===== src/rtl/pipe_latch_bank_pkg.sv =====
// rtl/pipe_latch_bank_pkg.sv - shared word width, NOP encoding and opcode field helpers
package pipe_latch_bank_pkg;

  localparam int WORD_W = 32;

  localparam logic [WORD_W-1:0] NOP_IR = 32'h0000_0000;

  // Opcode field position, used by the processor-side bubble logic.
  localparam int OPC_MSB = 31;
  localparam int OPC_LSB = 27;
  localparam int OPC_W   = OPC_MSB - OPC_LSB + 1;

  typedef logic [OPC_W-1:0] opcode_t;

  function automatic opcode_t get_opcode(input logic [WORD_W-1:0] ir);
    return ir[OPC_MSB:OPC_LSB];
  endfunction

  function automatic logic is_nop(input logic [WORD_W-1:0] ir);
    return ir == NOP_IR;
  endfunction

endpackage


===== src/rtl/pipe_latch_bank_if.sv =====
// rtl/pipe_latch_bank_if.sv - stage inputs/enables and latched outputs of the FD, DX and MW latches
interface pipe_latch_bank_if
  import pipe_latch_bank_pkg::*;
#(
  parameter int WIDTH = WORD_W
);

  logic             fd_en;
  logic [WIDTH-1:0] fd_in_ir;
  logic [WIDTH-1:0] fd_in_pc;
  logic [WIDTH-1:0] fd_out_ir;
  logic [WIDTH-1:0] fd_out_pc;

  logic             dx_en;
  logic [WIDTH-1:0] dx_in_ir;
  logic [WIDTH-1:0] dx_in_pc;
  logic [WIDTH-1:0] dx_in_a;
  logic [WIDTH-1:0] dx_in_b;
  logic [WIDTH-1:0] dx_out_ir;
  logic [WIDTH-1:0] dx_out_pc;
  logic [WIDTH-1:0] dx_out_a;
  logic [WIDTH-1:0] dx_out_b;

  logic             mw_en;
  logic [WIDTH-1:0] mw_in_ir;
  logic [WIDTH-1:0] mw_in_pc;
  logic [WIDTH-1:0] mw_in_o;
  logic [WIDTH-1:0] mw_in_d;
  logic [WIDTH-1:0] mw_out_ir;
  logic [WIDTH-1:0] mw_out_pc;
  logic [WIDTH-1:0] mw_out_o;
  logic [WIDTH-1:0] mw_out_d;

  // Processor side: drives stage inputs, consumes latched values.
  modport master (
    output fd_en, fd_in_ir, fd_in_pc,
    output dx_en, dx_in_ir, dx_in_pc, dx_in_a, dx_in_b,
    output mw_en, mw_in_ir, mw_in_pc, mw_in_o, mw_in_d,
    input  fd_out_ir, fd_out_pc,
    input  dx_out_ir, dx_out_pc, dx_out_a, dx_out_b,
    input  mw_out_ir, mw_out_pc, mw_out_o, mw_out_d
  );

  // Latch bank side.
  modport slave (
    input  fd_en, fd_in_ir, fd_in_pc,
    input  dx_en, dx_in_ir, dx_in_pc, dx_in_a, dx_in_b,
    input  mw_en, mw_in_ir, mw_in_pc, mw_in_o, mw_in_d,
    output fd_out_ir, fd_out_pc,
    output dx_out_ir, dx_out_pc, dx_out_a, dx_out_b,
    output mw_out_ir, mw_out_pc, mw_out_o, mw_out_d
  );

endinterface


===== src/rtl/pipe_latch_bank_pipe_reg.sv =====
// rtl/pipe_latch_bank_pipe_reg.sv - WIDTH-bit enabled register with async active-low clear
module pipe_reg
  import pipe_latch_bank_pkg::*;
#(
  parameter int WIDTH = WORD_W
) (
  input  logic             clock,
  input  logic             reset,
  input  logic             en,
  input  logic [WIDTH-1:0] d,
  output logic [WIDTH-1:0] q
);

  always_ff @(posedge clock or negedge reset) begin
    if (!reset) begin
      q <= '0;
    end else if (en) begin
      q <= d;
    end
  end

endmodule


===== src/rtl/pipe_latch_bank.sv =====
// rtl/pipe_latch_bank.sv - FD, DX and MW pipeline latch sets, one pipe_reg per field
module pipe_latch_bank
  import pipe_latch_bank_pkg::*;
#(
  parameter int WIDTH = WORD_W
) (
  input  logic               clock,
  input  logic               reset,
  pipe_latch_bank_if.slave   bus
);

  // Every field of a stage shares that stage's enable so a stage never updates partially.
  pipe_reg #(.WIDTH(WIDTH)) u_fd_ir (
    .clock (clock), .reset (reset), .en (bus.fd_en),
    .d     (bus.fd_in_ir), .q (bus.fd_out_ir)
  );

  pipe_reg #(.WIDTH(WIDTH)) u_fd_pc (
    .clock (clock), .reset (reset), .en (bus.fd_en),
    .d     (bus.fd_in_pc), .q (bus.fd_out_pc)
  );

  pipe_reg #(.WIDTH(WIDTH)) u_dx_ir (
    .clock (clock), .reset (reset), .en (bus.dx_en),
    .d     (bus.dx_in_ir), .q (bus.dx_out_ir)
  );

  pipe_reg #(.WIDTH(WIDTH)) u_dx_pc (
    .clock (clock), .reset (reset), .en (bus.dx_en),
    .d     (bus.dx_in_pc), .q (bus.dx_out_pc)
  );

  pipe_reg #(.WIDTH(WIDTH)) u_dx_a (
    .clock (clock), .reset (reset), .en (bus.dx_en),
    .d     (bus.dx_in_a), .q (bus.dx_out_a)
  );

  pipe_reg #(.WIDTH(WIDTH)) u_dx_b (
    .clock (clock), .reset (reset), .en (bus.dx_en),
    .d     (bus.dx_in_b), .q (bus.dx_out_b)
  );

  pipe_reg #(.WIDTH(WIDTH)) u_mw_ir (
    .clock (clock), .reset (reset), .en (bus.mw_en),
    .d     (bus.mw_in_ir), .q (bus.mw_out_ir)
  );

  pipe_reg #(.WIDTH(WIDTH)) u_mw_pc (
    .clock (clock), .reset (reset), .en (bus.mw_en),
    .d     (bus.mw_in_pc), .q (bus.mw_out_pc)
  );

  pipe_reg #(.WIDTH(WIDTH)) u_mw_o (
    .clock (clock), .reset (reset), .en (bus.mw_en),
    .d     (bus.mw_in_o), .q (bus.mw_out_o)
  );

  pipe_reg #(.WIDTH(WIDTH)) u_mw_d (
    .clock (clock), .reset (reset), .en (bus.mw_en),
    .d     (bus.mw_in_d), .q (bus.mw_out_d)
  );

endmodule


===== src/flat_wrapper.sv =====
// flat-port wrapper written by rule: the top's interface ports become plain ports
module pipe_latch_bank_flat import pipe_latch_bank_pkg::*;
#(
  parameter int WIDTH = WORD_W
)
  (clock, reset, bus_fd_en, bus_fd_in_ir, bus_fd_in_pc, bus_dx_en, bus_dx_in_ir, bus_dx_in_pc, bus_dx_in_a, bus_dx_in_b, bus_mw_en, bus_mw_in_ir, bus_mw_in_pc, bus_mw_in_o, bus_mw_in_d, bus_fd_out_ir, bus_fd_out_pc, bus_dx_out_ir, bus_dx_out_pc, bus_dx_out_a, bus_dx_out_b, bus_mw_out_ir, bus_mw_out_pc, bus_mw_out_o, bus_mw_out_d);
  pipe_latch_bank_if #(.WIDTH(WIDTH)) bus_i ();
  input  logic clock;
  input  logic reset;
  input wire logic [$bits(bus_i.fd_en)-1:0] bus_fd_en;
  input wire logic [$bits(bus_i.fd_in_ir)-1:0] bus_fd_in_ir;
  input wire logic [$bits(bus_i.fd_in_pc)-1:0] bus_fd_in_pc;
  input wire logic [$bits(bus_i.dx_en)-1:0] bus_dx_en;
  input wire logic [$bits(bus_i.dx_in_ir)-1:0] bus_dx_in_ir;
  input wire logic [$bits(bus_i.dx_in_pc)-1:0] bus_dx_in_pc;
  input wire logic [$bits(bus_i.dx_in_a)-1:0] bus_dx_in_a;
  input wire logic [$bits(bus_i.dx_in_b)-1:0] bus_dx_in_b;
  input wire logic [$bits(bus_i.mw_en)-1:0] bus_mw_en;
  input wire logic [$bits(bus_i.mw_in_ir)-1:0] bus_mw_in_ir;
  input wire logic [$bits(bus_i.mw_in_pc)-1:0] bus_mw_in_pc;
  input wire logic [$bits(bus_i.mw_in_o)-1:0] bus_mw_in_o;
  input wire logic [$bits(bus_i.mw_in_d)-1:0] bus_mw_in_d;
  output wire logic [$bits(bus_i.fd_out_ir)-1:0] bus_fd_out_ir;
  output wire logic [$bits(bus_i.fd_out_pc)-1:0] bus_fd_out_pc;
  output wire logic [$bits(bus_i.dx_out_ir)-1:0] bus_dx_out_ir;
  output wire logic [$bits(bus_i.dx_out_pc)-1:0] bus_dx_out_pc;
  output wire logic [$bits(bus_i.dx_out_a)-1:0] bus_dx_out_a;
  output wire logic [$bits(bus_i.dx_out_b)-1:0] bus_dx_out_b;
  output wire logic [$bits(bus_i.mw_out_ir)-1:0] bus_mw_out_ir;
  output wire logic [$bits(bus_i.mw_out_pc)-1:0] bus_mw_out_pc;
  output wire logic [$bits(bus_i.mw_out_o)-1:0] bus_mw_out_o;
  output wire logic [$bits(bus_i.mw_out_d)-1:0] bus_mw_out_d;
  assign bus_i.fd_en = bus_fd_en;
  assign bus_i.fd_in_ir = bus_fd_in_ir;
  assign bus_i.fd_in_pc = bus_fd_in_pc;
  assign bus_i.dx_en = bus_dx_en;
  assign bus_i.dx_in_ir = bus_dx_in_ir;
  assign bus_i.dx_in_pc = bus_dx_in_pc;
  assign bus_i.dx_in_a = bus_dx_in_a;
  assign bus_i.dx_in_b = bus_dx_in_b;
  assign bus_i.mw_en = bus_mw_en;
  assign bus_i.mw_in_ir = bus_mw_in_ir;
  assign bus_i.mw_in_pc = bus_mw_in_pc;
  assign bus_i.mw_in_o = bus_mw_in_o;
  assign bus_i.mw_in_d = bus_mw_in_d;
  assign bus_fd_out_ir = bus_i.fd_out_ir;
  assign bus_fd_out_pc = bus_i.fd_out_pc;
  assign bus_dx_out_ir = bus_i.dx_out_ir;
  assign bus_dx_out_pc = bus_i.dx_out_pc;
  assign bus_dx_out_a = bus_i.dx_out_a;
  assign bus_dx_out_b = bus_i.dx_out_b;
  assign bus_mw_out_ir = bus_i.mw_out_ir;
  assign bus_mw_out_pc = bus_i.mw_out_pc;
  assign bus_mw_out_o = bus_i.mw_out_o;
  assign bus_mw_out_d = bus_i.mw_out_d;
  pipe_latch_bank #(.WIDTH(WIDTH)) u_core (.clock(clock), .reset(reset), .bus(bus_i));
endmodule

===== config.mk =====
export PLATFORM = sky130hd
export DESIGN_NAME = pipe_latch_bank_flat
export DESIGN_NICKNAME = d
export VERILOG_FILES = /design/src/rtl/pipe_latch_bank_pkg.sv /design/src/rtl/pipe_latch_bank_if.sv /design/src/rtl/pipe_latch_bank_pipe_reg.sv /design/src/rtl/pipe_latch_bank.sv /design/src/flat_wrapper.sv
export SDC_FILE = /design/constraint.sdc
export NUM_CORES = 1
export LEC_CHECK = 0
export BUFFER_PORTS_ARGS = -buffer_cell sky130_fd_sc_hd__buf_4
export CORE_AREA = 2 2 252 254
export CTS_CLUSTER_DIAMETER = 120
export DETAILED_ROUTE_END_ITERATION = 10
export DIE_AREA = 0 0 254 256
export GPL_ROUTABILITY_DRIVEN = 0
export PLACE_DENSITY = 0.52
export SYNTH_ARGS = -nofsm -noshare
export SYNTH_HDL_FRONTEND = slang
export SYNTH_HIERARCHICAL = 1
export SYNTH_SLANG_ARGS = --single-unit

===== constraint.sdc =====
create_clock -name clock -period 1.03 [get_ports clock]
set_clock_uncertainty 0.2 [all_clocks]
set_input_delay 0 -clock clock [delete_from_list [all_inputs] [get_ports clock]]
set_output_delay 0 -clock clock [all_outputs]
set_load 0.005 [all_outputs]

-- Word-level counts from Yosys, hierarchy flattened
Index checks and enable logic that the tools add are counted.
- output and inout bits: 320
- flip-flop bits (word level): 320
- input port bits: 325

-- Longest topological paths before layout
- word-level depth: 0
- depth in mapped cells: 3

-- By module
Netlist, hierarchy kept.
- modules (own cells, without submodules) (module ; area an instance (µm²) ; sequential area each (µm²) ; times used ; cells an instance):
    pipe_reg ; 1345.0 ; 800.8 ; 10 ; 68

-- Least setup slack after synthesis
No wires, ideal clock.
- path type: register to register
- start: register, netlist name u_core/u_dx_a/q[0]
- end: register u_core.u_dx_a.q[0]
- clock period less this slack: 948 ps
- arrival time: 623 ps
- buffers on the path: 0
- setup time: 125 ps
- slack: 82 ps
- stages on the path, launching flop included: 2
- data required time: 705 ps
- cells stage by stage: dfrtp_1 -> mux2_4
- RTL lines (element ; line ; text):
    end signal: assignment ; pipe_latch_bank_pipe_reg.sv:16 ; q <= '0;
    end signal: assignment ; pipe_latch_bank_pipe_reg.sv:18 ; q <= d;
    end: declaration ; pipe_latch_bank_pipe_reg.sv:11 ; output logic [WIDTH-1:0] q

-- Final worst setup path
- start: register u_core.u_dx_pc.q[15]
- end: output bus_dx_out_pc[15]
- RTL lines (element ; line ; text):
    start: declaration ; pipe_latch_bank_pipe_reg.sv:11 ;
    start signal: assignment ; pipe_latch_bank_pipe_reg.sv:16 ;
    start signal: assignment ; pipe_latch_bank_pipe_reg.sv:18 ;
    end: declaration ; flat_wrapper.sv:26 ; output wire logic [$bits(bus_i.dx_out_pc)-1:0] bus_dx_out_pc;
No word-level cell between the ends.

==> out/results.env <==
STATUS='finished, violations left'
FAILING_CHECKS='hold timing, setup timing'
PATH_MAX_FANOUT=2
CTSLONGESTPATHBUFFERS=3
RSZ0062_AT_GRT='yes'
FIN_WS_PS=-351.3
NUMCTSBUFFERS=38
SEQ_POWER_SHARE_PCT=39.5
MAX_SLEW_MARGIN_PCT=75.37
GRT.BUSIEST_LAYER='met2'
GLOBALROUTE.TOTALOVERFLOW=0
ROUTED_WIRELENGTH_MM=46.19
FINAL_MIN_PERIOD_OVER_CLOCK_PERIOD_PCT=134.1
WORST_SETUP_HOLD_PATH_CLK_SLEW_PS=60
HOLD_CLASS='in -> reg'
ANTENNA_VIOLATING_NETS_POST_ROUTE=0
DETAILED_PLACE_HPWL_MM=30.66
CLKPWRFRAC_PCT=35.4
DIE-WIDTH_UM=254
PIN_COUNT_OF_THE_BIGGEST_NET_ENTERING_GLOBAL_ROUTING=44
SYNTH.YOSYS.SEQ_AREA_SHARE_PCT=59.53
FINAL_MAX_SLEW_VIOL_COUNT=0
GRT_PASS1_WL_MM=68.94
TIMING.RR.START='u_core/u_mw_o/q[19]'
CTS_TREE='yes'
POWER.SWITCHING_mW=9.005
SYNTH_AREA_LEADERS='dfrtp_1 (60%), mux2_4 (33%), buf_12 (4.5%), mux2_2 (1.7%), buf_6 (0.84%)'
POSTSYNTHCELLCOUNT=680
CP.REQUIRED_PS=830
FINALHOLDVIOLCOUNT=445
FINAL_NET_COUNT=2198
SYNTH_AREA_UM2=13450
POWER_LEAKAGE_nW=13.05
YS_SEQ_ELEMENTS=320
ROWS=92
END_KIND='output pin'
SYNTH_CELL_TYPE_COUNT=5
RR_ENDPOINT='u_core/u_mw_o/q[19]'
MAXCAPVIOLCOUNT=0
WL_PER_CELL_UM=16.81
N_ANTENNA_CELL=0
GR-USAGE-ALL-LAYERS_PCT=13.54
GR-USAGE-MET1_PCT=14.61
SYNTHTOLAYOUTAREAGROWTH_PCT=98.15
WORSTSKEWPAIRLATENCY_PS=530
TIMING.CRITICAL_PATH.FROM='u_core/u_dx_pc/q[15]'
MAX_FCLK_GHz=0.7240
CORE-AREA_UM2=62390
DR_TOTAL_VIAS=10370
NUMCLOCKSINKS=320
POSTLAYOUTCELLAREA_UM2=26650
SWITCHING_SHARE_PCT=23.83
PLACE.PORT_BUFFERS=644
GRT_PASS1_VIAS=12050
FINAL_UTIL_PCT=42.72
DIE-HEIGHT_UM=256
MET3_GLOBAL_ROUTE_USAGE_PCT=3.265
DETAILED_PLACE.AREA_UM2=19350
GRT_ANTENNA_BEFORE_REPAIR=0
LAYOUT_MIN_CYCLE_TIME_PS=1381
FIN_HOLD_WS_PS=-303.2
NUM_IO_PINS=645
POSTSYNTHNETCOUNT=1005
GRT.MET2_USAGE_PCT=24.73
POWER.IR.VDD_WORST_mV=0.9789
WORSTSETUPENDPOINT='bus_dx_out_pc[15]'
WORST_SLEW_PIN_SLEW_PS=369.4
SETUP_VIOL_COUNT_FINAL=477
SYNTHDOMINANTCELLAREASHARE_PCT=59.53
REGTOREGSETUPSLACK_PS=-180
DRT_DRC_VIOLATIONS_LEFT=0
STARTPOINT_TYPES='register'
AVGVIACOUNTPERCELL=3.774
CTS.HTREE.LEVELS=2
POSTSYNTHAREAPERCELL_UM2=19.78
INTERNAL_POWER_mW=28.79
LAYOUT-DRIVE-GT1-SHARE_PCT=65.67
CLOCK-ROOT-BUFFER='clkbuf_16'
WORST-SETUP-PATH-TYPE='reg -> out'
FLOORPLAN.INITIALDENSITY_PCT=21.56
P_PER_AREA_nW_PER_UM2=1418
SYNTHESIS.YOSYS.WARNINGS=6
FIRSTDRTPASSITERS=6
WORSTPATHARRIVAL_PS=1180
REG2REG_DEPTH=3
SYNTH_LARGEST_AREA_CELL='dfrtp_1'
FLOORPLAN.DIE_AREA_UM2=65020
SHARE_COMB_OF_TOTAL_POWER_PCT=25.1
CTS_HOLD_BUFFERS=329
DRT_ITER0_DRC=274
## flip-flops by register name, summed over array words and instances (netlist names)
signal and flops:
u_core/u_fd_pc/q 32, u_core/u_dx_a/q 32, u_core/u_mw_o/q 32, u_core/u_mw_pc/q 32
u_core/u_fd_ir/q 32, u_core/u_mw_ir/q 32, u_core/u_mw_d/q 32, u_core/u_dx_pc/q 32
u_core/u_dx_ir/q 32, u_core/u_dx_b/q 32
## layout by cell type (no fill, tap or decap)
cell type	count
buf_4	430
buf_6	419
dlygate4sd3_1	322
dfrtp_1	318
mux2_4	301
clkbuf_16	41
buf_12	21
mux2_2	19
clkbuf_1	13
clkbuf_8	8
clkinv_2	6
dfrtp_2	2
bufinv_16	1
buf_8	1
## layer usage
metal | up-vias | part of all wire, %
li1 | 4771 | -
met4 | 0 | 3.9
met5 | - | 0
met1 | 5092 | 38
met2 | 406 | 52
met3 | 103 | 6.2
## cells by family after synthesis
group | Yosys count | synth area share (%)
mux | 320 | 35.16
flops | 320 | 59.53
buf+inv | 40 | 5.302
## worst min-delay path by stage
stage | start | end | slack (ps) | cells past startpoint
after floorplan | reset | u_core/u_dx_a/q[0] | -500 | 0
after global placement | reset | u_core/u_mw_o/q[3] | -350 | 1
after detailed placement | reset | u_core/u_mw_o/q[4] | -350 | 1
after CTS | bus_fd_en | u_core/u_fd_pc/q[5] | -350 | 2
after global routing | bus_fd_en | u_core/u_fd_pc/q[5] | -340 | 2
final | bus_fd_en | u_core/u_fd_pc/q[5] | -300 | 2
## timing repair
action,in CTS,in global routing
gates resized for setup,330,90
endpoints found under the setup margin,320,435
hold endpoints to repair,640,445
setup buffers,112,84
## worst max-delay path, stage by stage, from the launching register on
cell,delay [ps]
dfrtp_1,410
buf_6,130
buf_6,110
## per-stage QoR
step	worst slack (ps)	TNS, ps	hold WS (ps)	total power, mW	instances
2_1_floorplan	81.68	0	-495.6	17.39	680
3_3_place_gp	-76.27	-7829	-350.2	21.27	2200
3_5_place_dp	-90.84	-10000	-351.8	21.32	2200
4_1_cts	-398.8	-92720	-346.2	37.67	2702
5_1_grt	-409.1	-103300	-340.9	39.50	2748
6_report	-351.3	-82760	-303.2	37.79	2748
## cell type report
cell class,count,area [um2]
clock buffer,62,1185
clock inverter,7,60.06
sequential,320,8010
tap,846,1059
timing repair buffer,1193,11600
multi-input combinational,320,4733
fill,5503,35740
## synthesized netlist by cell type
cell type / instances
mux2_4: 300
mux2_2: 20
buf_12: 30
buf_6: 10
dfrtp_1: 320
## power groups by stage
stage                     combinational (mW)  clock [mW]  sequential (mW)
after floorplan                         2.58           0             14.8
after global placement                  6.44           0             14.8
after detailed placement                6.51           0             14.8
after CTS                               9.01        13.8             14.8
after global routing                    10.0        14.4             15.1
final                                   9.48        13.4             14.9
No activity file was read; power rests on OpenSTA's default activity.
